<file path="config.mk">
export PLATFORM = sky130hd
export DESIGN_NAME = config_reg_arbiter
export DESIGN_NICKNAME = d
export VERILOG_FILES = /design/src/rtl/config_reg_arbiter.sv
export SDC_FILE = /design/constraint.sdc
export NUM_CORES = 1
export LEC_CHECK = 0
export ABC_AREA = 1
export ABC_CLOCK_PERIOD_IN_PS = 14600
export CAP_MARGIN = 20
export CORE_AREA = 2 2 225 227
export CTS_CLUSTER_DIAMETER = 60
export DETAILED_ROUTE_END_ITERATION = 10
export DIE_AREA = 0 0 227 229
export GPL_TIMING_DRIVEN = 1
export SKIP_LAST_GASP = 1
export SYNTH_ARGS = -nofsm -noshare
export SYNTH_HDL_FRONTEND = slang
export SYNTH_SLANG_ARGS = --single-unit
</file>
<file path="constraint.sdc">
create_clock -name CLK -period 14.6 [get_ports CLK]
set_input_delay 2.92 -clock CLK [delete_from_list [all_inputs] [get_ports CLK]]
set_output_delay 2.92 -clock CLK [all_outputs]
set_load 0.03 [all_outputs]
</file>
<file path="src/rtl/config_reg_arbiter.sv">
// Round-robin arbitrated write port into a bank of configuration registers.
// A winner is captured into a pending slot at one edge and committed at the next edge.
module config_reg_arbiter #(
    parameter int              NREQ  = 4,
    parameter int              NREGS = 8,
    parameter int              AW    = 3,
    parameter int              DW    = 32,
    parameter logic [DW-1:0]   INIT  = '0
) (
    input  logic                CLK,
    input  logic                RST,
    input  logic [NREQ-1:0]     REQ_VALID,
    input  logic [NREQ*AW-1:0]  REQ_ADDR,
    input  logic [NREQ*DW-1:0]  REQ_DATA,
    output logic [NREQ-1:0]     REQ_ACK,
    input  logic [AW-1:0]       RD_ADDR,
    output logic [DW-1:0]       RD_DATA,
    output logic [NREGS*DW-1:0] CFG_OUT,
    output logic                BUSY,
    output logic                ERR
);

    localparam int          PW      = (NREQ > 1) ? $clog2(NREQ) : 1;
    localparam logic [AW:0] NREGS_W = (AW + 1)'(NREGS);

    logic [NREGS-1:0][DW-1:0] bank_q, bank_d;
    logic [PW-1:0]            ptr_q, ptr_d;
    logic [NREQ-1:0]          ack_q, ack_d;
    logic                     busy_q, busy_d;
    logic [AW-1:0]            pend_addr_q, pend_addr_d;
    logic [DW-1:0]            pend_data_q, pend_data_d;
    logic                     err_q, err_d;

    logic [NREQ-1:0] eligible;
    logic            win_found;
    logic [PW-1:0]   win_idx;
    logic [PW-1:0]   rr_idx;
    int              rr_sum;
    logic            pend_in_range;

    // Handshake: a requester holds REQ_VALID with stable addr/data until it sees
    // REQ_ACK for one cycle; during that ACK cycle it is not eligible again.
    always_comb begin
        eligible  = REQ_VALID & ~ack_q;
        win_found = 1'b0;
        win_idx   = '0;
        rr_sum    = 0;
        rr_idx    = '0;
        for (int i = 0; i < NREQ; i++) begin
            rr_sum = int'(ptr_q) + i;
            if (rr_sum >= NREQ) begin
                rr_sum = rr_sum - NREQ;
            end
            rr_idx = PW'(rr_sum);
            if (!win_found && eligible[rr_idx]) begin
                win_found = 1'b1;
                win_idx   = rr_idx;
            end
        end
    end

    always_comb begin
        pend_in_range = ({1'b0, pend_addr_q} < NREGS_W);
        bank_d        = bank_q;
        err_d         = err_q;
        ack_d         = '0;
        busy_d        = win_found;
        ptr_d         = ptr_q;
        pend_addr_d   = pend_addr_q;
        pend_data_d   = pend_data_q;

        // Commit stage: out-of-range writes are dropped and flagged.
        if (busy_q) begin
            if (pend_in_range) begin
                bank_d[pend_addr_q] = pend_data_q;
            end else begin
                err_d = 1'b1;
            end
        end

        if (win_found) begin
            ack_d[win_idx] = 1'b1;
            pend_addr_d    = REQ_ADDR[win_idx*AW +: AW];
            pend_data_d    = REQ_DATA[win_idx*DW +: DW];
            ptr_d          = (int'(win_idx) == NREQ - 1) ? '0 : win_idx + 1'b1;
        end
    end

    always_ff @(posedge CLK or posedge RST) begin
        if (RST) begin
            bank_q      <= {NREGS{INIT}};
            ptr_q       <= '0;
            ack_q       <= '0;
            busy_q      <= 1'b0;
            pend_addr_q <= '0;
            pend_data_q <= '0;
            err_q       <= 1'b0;
        end else begin
            bank_q      <= bank_d;
            ptr_q       <= ptr_d;
            ack_q       <= ack_d;
            busy_q      <= busy_d;
            pend_addr_q <= pend_addr_d;
            pend_data_q <= pend_data_d;
            err_q       <= err_d;
        end
    end

    assign REQ_ACK = ack_q;
    assign BUSY    = busy_q;
    assign ERR     = err_q;
    assign CFG_OUT = bank_q;
    assign RD_DATA = ({1'b0, RD_ADDR} < NREGS_W) ? bank_q[RD_ADDR] : '0;

endmodule
</file>
# After elaboration in Yosys (flattened, before gate mapping)
# Index checks and enable logic that the tools add are counted.
[word_totals]
regBits = 298
word_cells = 77
[op_classes]
mul = 1
n_shift = 2
n_reduce_logical = 8
n_bitwise = 2
n_eq_ne = 1
order_cmp = 13
muxes = 29
addsub = 8
[ops]
columns = ["op", "count"]
rows = [
  ["$bwmux W256", 1],
  ["$shiftx A128 B8 Y32", 1],
  ["$bmux W32 S3", 1],
  ["$demux W32 S3", 1],
  ["$mux W32", 2],
  ["$mux W2", 9],
  ["$lt A2 B3 Y1 const B", 5],
  ["$shiftx A12 B5 Y3", 1],
  ["$ge A3 B3 Y1 const B", 3],
  ["$mux W1", 9],
  ["$bmux W1 S2", 4],
  ["$lt A3 B4 Y1 const B", 2],
  ["$sub A2 B1 Y2 const B", 4],
  ["$add A2 B2 Y3 const B", 2],
  ["$logic_and A1 B1 Y1", 5],
  ["$and A4 B4 Y4", 1],
  ["$mul A2 B2 Y4 const B", 1],
  ["$mux W4", 1],
  ["$not A4 Y4", 1],
  ["$add A2 B1 Y3 const B", 1],
  ["$ge A2 B3 Y1 const B", 1],
  ["$ge A3 B1 Y1 const B", 1],
  ["$logic_not A1 Y1", 3],
  ["$add A2 B1 Y2 const B", 1],
  ["other kinds (3)", 3],
]

# Depth between registers and ports, before layout
[logic_depth]
word_depth = 19
mapped_depth = 18

# Worst setup path before layout
# No wires, ideal clock.
[synth_timing]
path_type = "in2out"
from = "input RD_ADDR[0]"
to = "output RD_DATA[10]"
t_arrival_ns = 4.488
slack_ns = 7.192
path_buffers = 3
stages = 7
path_cell_list = "clkbuf_1 -> clkbuf_1 -> clkbuf_1 -> nor2_1 -> nor2_1 -> o21ai_0 -> a31oi_1"
[synth_between]
elab_chain_len = 2
[synth_lines]
columns = ["element", "line_no", "text"]
rows = [
  ["from (decl)", "16", "input logic [AW-1:0] RD_ADDR,"],
  ["$bmux W32 S3", "113", "assign RD_DATA = ({1'b0, RD_ADDR} < NREGS_W) ? bank_q[RD_ADDR] : '0;"],
  ["$mux W32 (not written as such)", "113", ""],
  ["to (decl)", "17", "output logic [DW-1:0] RD_DATA,"],
]
# Every way passes these cells. The select of a mux whose other input is x is not followed.

# Worst setup path after layout
[layout_timing]
from = "input RD_ADDR[0]"
to = "output RD_DATA[6]"
# Same word-level chain as after synthesis.

==> metrics <==
number of clock sinks approximately 300; Avg Cell Area, Syn approximately 7.6 um^2; Non-Filler Instances around 3k; CTS tree done; drt pass-1 iters 5; worst-path fanout max 78; Final HPWL DP 41.5 mm; PwrDens about 280 mW/mm^2; placer's final routability congestion estimate 0.921; commonest non-fill, non-tap cell in the layout nand2_1; Yosys top cell by area dfrtp_1; Post-Syn Nets 2089; maxcap violations 0; Max Fclk 109 MHz; Post-Synth Simple-Gate Area 25.5%; Final setup viols 0; IO Count 443; Buffers on Ports 441; commonest cells after routing, fill and taps aside nand2_1, clkdlybuf4s50_1, o21ai_0; final WL ~58 mm; crit path DAT between 6 and 7 ns; peak supply drop 165 uV; RSZ-0062 raised after global routing false; crit end category output port; die width 227 um; share of cells above drive strength 1 4.60%; Setup CP Type input pin to output port; filler cell count 5048; CTS clk-pin slew, worst paths 0.06 ns; hold buffers post-CTS 0; Site Rows 82; Post-Syn Instances approximately 1.9k; Post-Synth XOR/XNOR Area 0%; worst-margin pin slew ~0.93 ns; final instance area between 0.02 and 0.025 mm^2; fin. max-slew vios 0; synthesis-to-layout area growth 41.8%; Hold Path Class flip-flop to flip-flop; PostCTS Resize Cnt 0; largest net degree at the start of global routing ~110; CTS buffer count 39; worst-case clock skew between 0.01 and 0.015 ns; vias in the first global route about 14k; top post-synthesis cells by area dfrtp_1, nand2_1, o21ai_0; die area 0.0520 mm^2; CP Launch Type input pin; final hold vios 0; largest family of logic cells by synthesized area simple AND/OR/NAND/NOR gates; total grt overflow 0; Max-slew headroom between 30% and 40%; warnings from Yosys 0; H-Tree Depth 2; Req. time, crit path 11.68 ns; initial core utilization 29.7%; clk_lat worst skew 0.54 ns; static leakage roughly 9.6 nW; maximum clock path buffer count 3; placed cell count 2929; Max stage delay on crit path around 0.78 ns; CP max stage cell clkinv_2; Clock Tree Root clkbuf_16; Area after DPL 0.0196 mm^2; gr usage total 21.7%; status complete, no violations; via count ~15k; Synth top area share 50.5%; cells along the critical path buf_4 > clkinv_2 > buf_4 > nor2_1 > o32ai_1 > nor2_1 > a31oi_1 > clkdlybuf4s50_1; Cell Area, Synth about 0.015 mm^2; fin util 42.1%; sequential fraction of the synthesis area 50.5%; Tmin final about 9.1 ns; Final TNS setup 0 ns; post-route ant nets 0; Post-CTS Setup Inserts 0; global-route wire length before repair 86.9 mm; core outline area roughly 0.05 mm^2; DR vias/cell around 5.0; Fin Hold WS 0.502 ns; Wirelength per Cell roughly 19 um; initial DRC count 1274; initial antenna violation count 0; synth unique cells 24; Synth Area in Compound Gates between 15 and 20%; DRC Markers 0; fin crit share between 60% and 70%; number of synthesized register bits 298; Die Y 229 um; post-synthesis mux area share 0%; Final Net Count 2449; adder-cell share of the synthesized area 0%
==> through the flow <==
stage                     worst slack, ns  total power, mW
final                                5.46             5.86
after global routing                 5.35             6.27
after CTS                            5.53             5.88
after detailed placement             5.54             4.89
after global placement               5.57             4.84
after floorplan                      3.45             3.56
==> cell type report <==
class	instances	area [um^2]	area share (%)
clock buffer	58	1190	5.69
timing repair buffer	462	4590	22.0
sequential	298	7460	35.6
inverter	151	581	2.77
antenna	1	2.50	0.0120
tap	672	841	4.02
clock inverter	11	120	0.574
multi-input combinational	1348	6140	29.3
==> cells by family (layout without fill, tap and decap cells) <==
family	after synthesis	count (layout)
compound gates	420	420
buf+inv	294	682
flops	298	298
other cells	1	2
simple gates	927	927
==> worst max-delay path: cells and delay by family <==
family | cells | cell delay (ns)
buffers and inverters | 4 | 2.61
and+or+nand+nor | 2 | 0.38
AOI/OAI and AO/OA | 2 | 0.21
==> sequential cells by signal, summed over array words and instances, names as in the netlist <==
signal,cells
pend_data_q,32
BUSY,1
CFG_OUT,256
ptr_q,2
pend_addr_q,3
REQ_ACK,4
==> cells in the mapped netlist <==
| library cell | number |
|---|---|
| buf_4 | 5 |
| o21ai_0 | 321 |
| clkinv_1 | 2 |
| buf_1 | 5 |
| buf_6 | 5 |
| a21oi_1 | 1 |
| conb_1 | 1 |
| nor2_1 | 199 |
| nand2_2 | 4 |
| nand2_4 | 1 |
| clkbuf_1 | 106 |
| o211ai_1 | 33 |
| inv_6 | 1 |
| dfrtp_1 | 298 |
| inv_2 | 2 |
| nand4_1 | 73 |
| nand2_1 | 593 |
| nor3_1 | 2 |
| nand3_2 | 2 |
| nand3_1 | 53 |
| buf_2 | 22 |
| inv_1 | 146 |
| a31oi_1 | 33 |
| o32ai_1 | 32 |
==> final timing paths <==
path                                             startpoint                           to  slack [ns]  cells past startpoint
max in group asynchronous                               RST       CFG_OUT[4]$_DFFE_PP0P_       10.28                      3
worst min-delay path            pend_data_q[10]$_DFFE_PP0P_     CFG_OUT[234]$_DFFE_PP0P_        0.50                      2
worst max register to register         ptr_q[0]$_DFFE_PP0P_  pend_data_q[29]$_DFFE_PP0P_       10.87                     10
worst min register to register  pend_data_q[10]$_DFFE_PP0P_     CFG_OUT[234]$_DFFE_PP0P_        0.50                      2
min in group asynchronous                               RST  pend_data_q[27]$_DFFE_PP0P_        2.94                      2
worst max-delay path                             RD_ADDR[0]                   RD_DATA[6]        5.46                      8
==> per-layer routing <==
metal | part of all wire (%) | GRT usage [%] | vias up
met2 | 43 | 31.9 | 684
met1 | 46 | 32.0 | 7136
met4 | 2.5 | 5.96 | 0
met3 | 8.8 | 4.85 | 72
li1 | - | - | 7093
met5 | 0 | 0 | -
==> where the power goes <==
| group | internal (mW) | switching [mW] |
|---|---|---|
| registers | 1.23 | 0.357 |
| logic | 1.12 | 2.19 |
| clock network | 0.599 | 0.367 |
Note: power is estimated with default switching activity, not from simulation.
==> patch 1: new RTL, config.mk and constraints unchanged <==
Set the parameter `NREGS` to 7 (it was 8).
--- a/src/rtl/config_reg_arbiter.sv
+++ b/src/rtl/config_reg_arbiter.sv
@@ -4,3 +4,3 @@
     parameter int              NREQ  = 4,
-    parameter int              NREGS = 8,
+    parameter int              NREGS = 7,
     parameter int              AW    = 3,
Interface: changed (resized CFG_OUT); port bits go from 443 to 411. The function was not compared with the original's and may differ.
==> patch 1 against the unedited design <==
- setup slack worse by 0.63 ns
- die area stayed put
- sequential cell count is 31 lower
- largest power group unchanged
- register-to-register slack better by 0.53 ns
- critical path type unchanged
- synthesized cell count is 9.5% lower
- clock power is 10% lower
- wire length is 7.5% lower
- fmax is 6.4% lower
- design area is 8.9% lower
- power is 9.2% lower
- area after synthesis is 10% lower
- non-clock buffer count is 31 lower
==> patch 1: results (changes against the unedited design) <==
[outcome]
outcome = completed

[place]
port_buffers = 410  ; -7.0%
post-place-ws_ns = 4.89  ; -0.642 ns
hpwl_mm = 36.5  ; -12%
dp.cells = 2735  ; -6.6%
placed_cell_area_mm2 = 0.0178  ; -8.9%
gp_congestion = 0.900  ; -2.4%

[layout]
register_area_mm2 = 0.00668  ; -10%
nNetsFinal = 2252  ; -8.0%
final_area_mm2 = 0.0191  ; -8.9%
multi_input_cells = 1245  ; -7.6%
final_cells = 2800  ; -6.7%
inverters = 122  ; -19%
multiInputGateArea_mm2 = 0.00559  ; -9.0%
clock_area_share_pct = 6.19  ; -0.071 points
largest_reg_flops = 224  ; -13%
n_clock_buffer = 49  ; -16%
fillCellCount = 5221  ; +3.4%
nonClkBufAreaFrac_pct = 22.6  ; +0.62 points
nonClockBufferCount = 431  ; -6.7%
final_layout_size_suffix_gt1_share_pct = 4.84  ; +0.24 points

[setup_path]
cp_max_fo = 58  ; -26%
worst_path_largest_cell_delay_ns = 0.86  ; +0.08 ns
crit_slowest_cell = clkdlybuf4s50_1
rr_worst_depth = 13  ; +3

[yosys]
synth_common_cells = nand2_1, o21ai_0, dfrtp_1
synth_area_leaders = dfrtp_1, nand2_1, o21ai_0, nand4_1, inv_1
yosys.cell_types.count = 28  ; +17%
synthesis.nets = 1905  ; -8.8%
synthCells = 1756  ; -9.5%
yosysSeqAreaShare_pct = 50.5  ; -0.058 points

[power_and_ir_drop]
p_seq_share_pct = 27.5  ; +0.5 points
pg_comb_mw = 2.99  ; -9.7%
switching_share_pct = 50.1  ; +0.25 points
p_leak_nw = 8.84  ; -8.2%
ir_worst_vdd_mv = 0.171  ; +3.8%
intPower_mw = 2.66  ; -9.6%

[grt]
grt_pass1_wl_mm = 80.5  ; -7.4%
grt_usage_pct = 20.2  ; -1.5 points
grt_pass1_vias = 12900  ; -7.2%
use_met2_pct = 30.8  ; -1.1 points
grt_use_met1_pct = 27.9  ; -4.2 points
met3_usage_pct = 5.30  ; +0.45 points
grt_busiest_layer = met2

[detailed_routing]
vias_per_cell = 4.86  ; -2.6%
dr.first_iter.drc_count = 1171  ; -8.1%
dr.pass1.iters = 5  ; unchanged
dr_wl_met3_mm = 4.42  ; -13%
drt-met1-wl_mm = 23.9  ; -9.5%
routed_wl_mm = 53.3  ; -7.5%

[timing]
worst_pin_slew_ns = 1.12  ; +0.186 ns

[cts]
clk_latency_ns = 0.51  ; -0.03 ns
cts.sinks = 267  ; -10%
cts_buffers = 36  ; -7.7%

patch 1: changes by cell type in the layout (fill, tap and decap cells not counted), moves of 5 or more:
cell,unedited run,this run
nor2_1,198,81
nand2_1,587,638
inv_1,145,113
o211ai_1,33,1
o32ai_1,32,0
dfrtp_1,298,267
clkdlybuf4s50_1,438,408
a31oi_1,33,4
a22oi_1,0,25
o21ai_0,321,341
a211oi_1,0,7
clkbuf_8,10,5
patch 1: worst paths after layout:
path | startpoint | endpoint | slack, ns
max | RD_ADDR[1] | RD_DATA[5] | 4.84
min | pend_data_q[29] | pend_data_q[29] | 0.48
max reg2reg | ptr_q[0] | pend_addr_q[1] | 11.40
min reg2reg | pend_data_q[29] | pend_data_q[29] | 0.48
max in group asynchronous | RST | CFG_OUT[81] | 10.04
min in group asynchronous | RST | pend_data_q[24] | 2.91
patch 1: logic make-up after synthesis:
family,Yosys count,share of synthesized area (%)
simple gates,860,26.5
flops,267,50.5
buf+inv,244,7.63
compound gates,385,15.4
==> patch 2: new RTL, same settings <==
Made on the original files. Make the reset (`RST`) synchronous in one clocked block.
--- a/src/rtl/config_reg_arbiter.sv
+++ b/src/rtl/config_reg_arbiter.sv
@@ -88,3 +88,3 @@
 
-    always_ff @(posedge CLK or posedge RST) begin
+    always_ff @(posedge CLK) begin
         if (RST) begin
Behaviour: differs if RST is asserted again (counterexample within 4 cycles, from zero or initial values and one cycle with RST high); with RST held inactive, the same outputs for 4 cycles.
==> patch 2 against the unedited design <==
- setup slack improved by 0.55 ns
- sequential power decreased by 30%
- sequential cell count unchanged
- design area decreased by 4.6%
- core utilization decreased by 1.9 points
- area after synthesis decreased by 6.1%
- wire length increased by 1.5%
- power decreased by 32%
- count of clock-buffer cells in the layout decreased by 4
- critical path type unchanged
==> patch 2: results (changes against the unedited design) <==
[layout]
n_clock_buffer = 54  ; -6.9%
final_layout_size_suffix_gt1_share_pct = 4.77  ; +0.17 points
clock_area_share_pct = 6.69  ; +0.43 points
nonClockBufferCount = 459  ; -0.65%
nNetsFinal = 2493  ; +1.8%
diodes = 0  ; -1
fillCellCount = 5107  ; +1.2%

[detailed_routing]
vias = 15500  ; +3.2%
routed_wl_mm = 58.6  ; +1.5%
dr.first_iter.drc_count = 1474  ; +16%
met2_length_mm = 26.5  ; +7.1%
drt-met1-wl_mm = 25.5  ; -3.3%
dr_wl_met3_mm = 4.84  ; -4.5%

[yosys]
ys_async_sr_fraction_pct = 0  ; -100 points
synth_area_leaders = dfxtp_1, o21ai_0, a21oi_1, nor2_1, nand3_1
yosys.cell_types.count = 28  ; +17%
yosysSeqAreaShare_pct = 43.1  ; -7.5 points
synthesis.nets = 2156  ; +3.2%
synth-main-ff-cell = dfxtp_1
synth_common_cells = o21ai_0, dfxtp_1, a21oi_1

[outcome]
outcome = completed

[power_and_ir_drop]
p_per_area_mw_per_mm2 = 198  ; -29%
pg_comb_mw = 1.87  ; -44%
ir_worst_vdd_mv = 0.152  ; -7.8%
p_leak_nw = 8.24  ; -14%
intPower_mw = 2.17  ; -26%

[grt]
grt_pass1_wl_mm = 86.9  ; about the same
grt_usage_pct = 21.7  ; -0.097 points
grt_max_degree = 152  ; +35%
use_met2_pct = 34.6  ; +2.7 points
grt_use_met1_pct = 28.7  ; -3.3 points
grt_pass1_vias = 14200  ; +1.9%

[place]
gp_congestion = 0.897  ; -2.6%
placed_cell_area_mm2 = 0.0186  ; -5.2%
hpwl_mm = 40.8  ; -1.8%

[setup_path]
endpoint = RD_DATA[30]
rrSetupSlack_ns = 11.12  ; +0.25 ns
cp_max_fo = 77  ; -1.3%
worstPathArrival_ns = 5.67  ; -0.55 ns
criticalPathCategory = in2out
r2r-end = ptr_q[1]
crit_slowest_cell = buf_4
rr_worst_depth = 14  ; +4
path_delay_family = buffers and inverters

[timing]
slew_headroom_pct = 27.8  ; -10 points
finClkSkew_ns = 0.0303  ; +0.0181 ns
layout_setup_ws_ns = 6.01  ; +0.551 ns
fin_hold_ws_ns = 0.561  ; +0.0592 ns

[cts]
cts_buffers = 40  ; +2.6%
clk_latency_ns = 0.56  ; +0.02 ns
clock-root-buffer = clkbuf_16

[min_path]
holdPathEnd = pend_addr_q[0]
hold_depth = 4  ; +2

patch 2: changes by cell type after synthesis, moves of 32 or more:
cell / before / now
dfrtp_1: 298 / 0
nand4_1: 73 / 1
o211ai_1: 33 / 0
a21oi_1: 1 / 295
o32ai_1: 32 / 0
o22ai_1: 0 / 32
nor2_1: 199 / 242
nand3_1: 53 / 178
nand2_1: 593 / 127
dfxtp_1: 0 / 298
inv_1: 146 / 184
o21ai_0: 321 / 386
patch 2: through the flow:
step / instances / util, %
after floorplan: 2003 / -
after global placement: 2966 / 37.4
after detailed placement: 2967 / 37.4
after CTS: 3040 / 40.1
after global routing: 3043 / 40.2
final: 3043 / 40.2
patch 2: logic make-up after synthesis:
family,Yosys count,synth area share [%]
buffers and inverters,384,11.2
adders and majority gates,4,0.361
AOI/OAI and AO/OA,749,27.8
and+or+nand+nor,567,17.5
DFF,298,43.1
other,1,0.0271
